## config.mk

```make
export PLATFORM = sky130hd
export DESIGN_NAME = sync_fifo_fwft_flat
export DESIGN_NICKNAME = d
export VERILOG_FILES = /design/src/rtl/sync_fifo_fwft_if.sv /design/src/rtl/sync_fifo_fwft.sv /design/src/flat_wrapper.sv
export SDC_FILE = /design/constraint.sdc
export NUM_CORES = 1
export LEC_CHECK = 0
export CAP_MARGIN = 10
export CORE_ASPECT_RATIO = 1.25
export CORE_MARGIN = 2
export CORE_UTILIZATION = 50
export CTS_BUF_LIST = sky130_fd_sc_hd__clkbuf_2
export DETAILED_ROUTE_END_ITERATION = 16
export GPL_TIMING_DRIVEN = 0
export PLACE_DENSITY = 0.67
export SKIP_CTS_REPAIR_TIMING = 1
export SYNTH_ARGS = -nofsm -noshare
export SYNTH_HDL_FRONTEND = slang
export SYNTH_SLANG_ARGS = --single-unit
```

## constraint.sdc

```tcl
create_clock -name clk -period 9 [get_ports clk]
set_input_delay 0.9 -clock clk [delete_from_list [all_inputs] [get_ports clk]]
set_output_delay 0.9 -clock clk [all_outputs]
set_load 0.05 [all_outputs]
```

## src/rtl/sync_fifo_fwft_if.sv

```systemverilog
// Handshake bundle for sync_fifo_fwft: write side, first-word-fall-through read side and status.
// The master drives requests; the FIFO (slave) drives data and status.
interface sync_fifo_fwft_if #(
  parameter int ADDR_WIDTH = 4,
  parameter int DATA_WIDTH = 32
);
  logic                  wrEn;
  logic [DATA_WIDTH-1:0] wrData;
  logic                  full;
  logic                  rdEn;
  logic [DATA_WIDTH-1:0] rdData;
  logic                  rdValid;
  logic [ADDR_WIDTH:0]   count;
  logic                  wrErr;

  modport master (
    output wrEn, wrData, rdEn,
    input  full, rdData, rdValid, count, wrErr
  );

  modport slave (
    input  wrEn, wrData, rdEn,
    output full, rdData, rdValid, count, wrErr
  );
endinterface

```

## src/rtl/sync_fifo_fwft.sv

```systemverilog
// Synchronous first-word-fall-through FIFO on a simple dual-port RAM.
// The RAM read register is the output: the head word is prefetched so it is visible without a read strobe.

module SyncRAMSimpleDualPort #(
  parameter int ADDR_WIDTH = 4,
  parameter int DATA_WIDTH = 32
) (
  input  logic                  clk,
  input  logic                  enA,
  input  logic [ADDR_WIDTH-1:0] addrA,
  input  logic [DATA_WIDTH-1:0] dA,
  input  logic                  enB,
  input  logic [ADDR_WIDTH-1:0] addrB,
  output logic [DATA_WIDTH-1:0] qB
);
  logic [DATA_WIDTH-1:0] mem [2**ADDR_WIDTH];
  logic [DATA_WIDTH-1:0] qb_q;

  // NOTE: storage and read register are deliberately not reset, so they map onto block RAM.
  always_ff @(posedge clk) begin
    if (enA) mem[addrA] <= dA;
    if (enB) qb_q <= mem[addrB];
  end

  assign qB = qb_q;
endmodule

module sync_fifo_fwft #(
  parameter int ADDR_WIDTH = 4,
  parameter int DATA_WIDTH = 32
) (
  input  logic                clk,
  input  logic                rst_n,
  sync_fifo_fwft_if.slave     fifo
);
  localparam int unsigned DEPTH = 1 << ADDR_WIDTH;
  typedef logic [ADDR_WIDTH:0] ptr_t;

  ptr_t wr_ptr_q, wr_ptr_d;
  ptr_t rd_ptr_q, rd_ptr_d;
  ptr_t count_q, count_d;
  logic full_q, full_d;
  logic rd_valid_q, rd_valid_d;
  logic wr_err_q, wr_err_d;
  logic push, pop, fetch;
  logic [DATA_WIDTH-1:0] ram_q;

  // NOTE: every always_comb output gets a default first, so no path can infer a latch.
  always_comb begin
    push       = fifo.wrEn && !full_q;
    pop        = fifo.rdEn && rd_valid_q;
    wr_ptr_d   = push ? wr_ptr_q + ptr_t'(1) : wr_ptr_q;
    rd_ptr_d   = pop  ? rd_ptr_q + ptr_t'(1) : rd_ptr_q;
    // Fetch against the pre-edge write pointer: a word written this edge is not yet readable.
    fetch      = (!rd_valid_q || pop) && (rd_ptr_d != wr_ptr_q);
    rd_valid_d = rd_valid_q;
    if (fetch)    rd_valid_d = 1'b1;
    else if (pop) rd_valid_d = 1'b0;
    count_d    = wr_ptr_d - rd_ptr_d;
    full_d     = (count_d == ptr_t'(DEPTH));
    wr_err_d   = wr_err_q || (fifo.wrEn && full_q);
  end

  // NOTE: sequential state uses non-blocking assignments only; blocking is reserved for always_comb.
  always_ff @(posedge clk or negedge rst_n) begin
    if (!rst_n) begin
      wr_ptr_q   <= '0;
      rd_ptr_q   <= '0;
      count_q    <= '0;
      full_q     <= 1'b0;
      rd_valid_q <= 1'b0;
      wr_err_q   <= 1'b0;
    end else begin
      wr_ptr_q   <= wr_ptr_d;
      rd_ptr_q   <= rd_ptr_d;
      count_q    <= count_d;
      full_q     <= full_d;
      rd_valid_q <= rd_valid_d;
      wr_err_q   <= wr_err_d;
    end
  end

  SyncRAMSimpleDualPort #(
    .ADDR_WIDTH(ADDR_WIDTH),
    .DATA_WIDTH(DATA_WIDTH)
  ) u_ram (
    .clk  (clk),
    .enA  (push),
    .addrA(wr_ptr_q[ADDR_WIDTH-1:0]),
    .dA   (fifo.wrData),
    .enB  (fetch),
    .addrB(rd_ptr_d[ADDR_WIDTH-1:0]),
    .qB   (ram_q)
  );

  assign fifo.rdData  = ram_q;
  assign fifo.rdValid = rd_valid_q;
  assign fifo.count   = count_q;
  assign fifo.full    = full_q;
  assign fifo.wrErr   = wr_err_q;
endmodule

```

## src/flat_wrapper.sv

```systemverilog
// flat-port wrapper written by rule: the top's interface ports become plain ports
module sync_fifo_fwft_flat 
#(
  parameter int ADDR_WIDTH = 4,
  parameter int DATA_WIDTH = 32
)
  (clk, rst_n, fifo_wrEn, fifo_wrData, fifo_rdEn, fifo_full, fifo_rdData, fifo_rdValid, fifo_count, fifo_wrErr);
  sync_fifo_fwft_if #(.ADDR_WIDTH(ADDR_WIDTH), .DATA_WIDTH(DATA_WIDTH)) fifo_i ();
  input  logic clk;
  input  logic rst_n;
  input wire logic [$bits(fifo_i.wrEn)-1:0] fifo_wrEn;
  input wire logic [$bits(fifo_i.wrData)-1:0] fifo_wrData;
  input wire logic [$bits(fifo_i.rdEn)-1:0] fifo_rdEn;
  output wire logic [$bits(fifo_i.full)-1:0] fifo_full;
  output wire logic [$bits(fifo_i.rdData)-1:0] fifo_rdData;
  output wire logic [$bits(fifo_i.rdValid)-1:0] fifo_rdValid;
  output wire logic [$bits(fifo_i.count)-1:0] fifo_count;
  output wire logic [$bits(fifo_i.wrErr)-1:0] fifo_wrErr;
  assign fifo_i.wrEn = fifo_wrEn;
  assign fifo_i.wrData = fifo_wrData;
  assign fifo_i.rdEn = fifo_rdEn;
  assign fifo_full = fifo_i.full;
  assign fifo_rdData = fifo_i.rdData;
  assign fifo_rdValid = fifo_i.rdValid;
  assign fifo_count = fifo_i.count;
  assign fifo_wrErr = fifo_i.wrErr;
  sync_fifo_fwft #(.ADDR_WIDTH(ADDR_WIDTH), .DATA_WIDTH(DATA_WIDTH)) u_core (.clk(clk), .rst_n(rst_n), .fifo(fifo_i));
endmodule
```

==> results.ini <==
[status]
run_status = complete, no violations

[yosys]
netlist_top_cells_count = edfxtp_1 (544), nand2_1 (516), a31oi_1 (129), and3_1 (129), clkbuf_1 (60)
seq_area_frac_synth_pct = 76.2
ys.warnings.count = 0
syn-num-nets = 1585
netlist.area_leader.share_pct = 74.1
yosys.area.top_type = edfxtp_1
synth_area_leaders = edfxtp_1 (74%), nand2_1 (8.8%), a31oi_1 (3.7%)
synth_cell_type_count = 35
synthCells = 1541
syn_area_per_cell_um2 = 14.3
synth.most_common_cell = edfxtp_1
synth_seq_cells = 562
synthArstFlopShare_pct = 3.20
netlist_area_um2 = 22000
synth_enable_flop_cells = 544
synthFlopType = edfxtp_1

[timing]
tns_ns = 0
setup_viol = 0
post-route-period-util_pct = 38.2
worstMarginPinSlew_ns = 0.998
grt_setup_unrepaired = false
fin_hold_ws_ns = 0.274
skew_ns = 0.0515
max_slew_margin_pct = 33.2
fin_crit_ns = 3.44
worst_slack_ns = 5.56
finalHoldViolCount = 0
timing.fmax_mhz = 291
slew_violations = 0

[die]
num_rows = 86
dieHeight_um = 239
dieArea_um2 = 45800
core_area_um2 = 43800
die_w_um = 192
initial_utilization_pct = 50.3
ioPinCount = 76

[layout]
num-nets-final = 1819
nFillCells = 3394
syn2layout_area_growth_pct = 15.0
fin_area_um2 = 25300
layout-drive-gt1-share_pct = 16.9
final_cells = 2444

[worst_setup_path]
worstSetupPathType = reg2reg
crit_fanout = 10
slowest_delay_ns = 0.79
reg2reg_depth = 9
endpoint_kind = flop
worstPathRequired_ns = 9.98
cp_cell_sequence = and3_1 > nand3_1 > xor2_1 > clkbuf_1 > ha_1 > a31oi_1 > o21ai_0 > xnor2_1 > nor4_2
critPathLaunchType = flop
cpMaxStageDelayCell = xor2_1
cp.arrival_ns = 4.41

[cts]
worst_skew_pair.late_latency_ns = 1.08
cts_tree = yes
clkTransAtPathRegs_ns = 0.10
clkSinkCount = 562
root_buffer = clkbuf_2
cts_buffers = 132
htree_levels = 4
ctsLongestPathBuffers = 3

[global_routing]
grt_pass1_wl_mm = 82.2
grt_remaining_overflow = 0
antenna_found_initial = 2
track_usage_pct = 24.6
grt_pass1_vias = 13904
grt_max_degree = 25

[placement]
gp_congestion = 0.802
dp.cells = 2213
dpl_cell_area_um2 = 24100
place_hpwl_mm = 36.2
portBuffers = 75
place_ws_ns = 4.56

[run]
cap_violations = 0

[route]
drt_iter0_markers = 1253
finalWirelength_mm = 54.7
via_per_inst = 5.64
vias = 13776
final_antenna_net_count = 0
drc = 0
firstDrtPassIters = 5
wl_per_cell_um = 22.4

[hold_path]
hp-class = in2async

[pwr]
leakage_uw = 0.00918
peakVddDrop_mv = 0.231
power.density_nw_per_um2 = 379

==> final cells by class <==
cell class                 instances  area, µm²  share of cell area, %
buffer                            93        400                   1.58
clock buffer                     192        961                   3.79
multi-input combinational        873       4920                   19.4
tap                              572        716                   2.83
clock inverter                    38        275                   1.09
timing repair buffer             100       1220                   4.82
antenna                            1       2.50                0.00988
inverter                          13       48.8                  0.193
sequential                       562      16800                   66.3
==> cell families (layout without fill, tap and decap cells) <==
family          Yosys count  in the layout  synth area share [%]
xor+xnor                 18             18                 0.750
flops                   562            562                  76.2
buf+inv                 106            436                  2.04
compound gates          135            135                  3.81
other cells               0              1                     0
mux                      34             34                  3.44
simple gates            676            676                  13.2
fa+ha+maj                10             10                 0.556
==> through the flow <==
stage	util, %	total power [µW]
floorplan	-	6280
global route	57.8	10100
CTS	57.8	9660
detailed placement	55.0	7980
global placement	53.7	7800
finish	57.8	9590
==> per-layer routing <==
| metal | routed length (µm) | up-vias | global-route usage, % |
|---|---|---|---|
| met2 | 28000 | 649 | 41.6 |
| met1 | 20700 | 6805 | 30.7 |
| met3 | 4100 | 121 | 4.87 |
| met5 | 0 | - | 0 |
| li1 | - | 6201 | - |
| met4 | 1890 | 0 | 11.1 |
==> registers in the layout, indices dropped and copies added, names as in the netlist <==
register	flops
u_core.u_ram.qB	32
u_core.rd_ptr_q	5
u_core.fifo.full	1
u_core.fifo.wrErr	1
u_core.fifo.rdValid	1
u_core.fifo.count	5
u_core.u_ram.mem	512
u_core.wr_ptr_q	5
==> worst max-delay path: cells and delay by family, from the launching register on <==
kind | cells | cell delay (ns)
AND/OR/NAND/NOR | 3 | 0.59
buffers and inverters | 1 | 0.63
adder cells (fa/ha/maj) | 1 | 0.40
AO/OA/AOI/OAI | 2 | 0.25
flip-flops | 1 | 0.50
XOR/XNOR | 2 | 0.96
==> placed cells by master (no fill, tap or decap), types with 2 or more instances in the layout <==
cell             netlist  layout
bufinv_16              0       5
nor2_4                 0      12
o21ai_0                2       2
mux4_2                32      32
buf_2                 23      23
buf_6                  1      13
nand2_1              516     516
buf_12                 0       3
nand3_1                3       3
clkdlybuf4s50_1        0      75
and3_1               129     129
clkbuf_2               0     192
xnor2_1               10      10
nand2b_1               3       3
buf_4                  4       4
maj3_2                 2       2
a31oi_1              129     129
buf_16                 0      10
edfxtp_1             544     544
dfrtp_1               18      18
inv_2                  2       8
clkinv_1               0      26
buf_1                  5       5
inv_1                 11      11
ha_1                   8       8
nor3_2                 1       5
xor2_1                 7       7
clkbuf_1              60      60
nor2_1                14       2
==> final timing paths <==
kind	startpoint	slack (ns)	endpoint
setup / recovery	u_core.fifo.rdValid	5.56	u_core.fifo.full
hold / removal	rst_n	0.27	u_core.wr_ptr_q[1]
setup reg to reg	u_core.fifo.rdValid	5.56	u_core.fifo.full
hold reg to reg	u_core.fifo.wrErr	0.49	u_core.fifo.wrErr
max in group asynchronous	rst_n	8.21	u_core.fifo.count[3]
min in group clk	fifo_wrEn	0.49	u_core.fifo.wrErr
==> where the power goes <==
part           internal (µW)  switching [µW]
Clock                    711             962
Sequential              3320            90.4
Combinational           1550            2960
No activity file was read; power rests on OpenSTA's default activity.
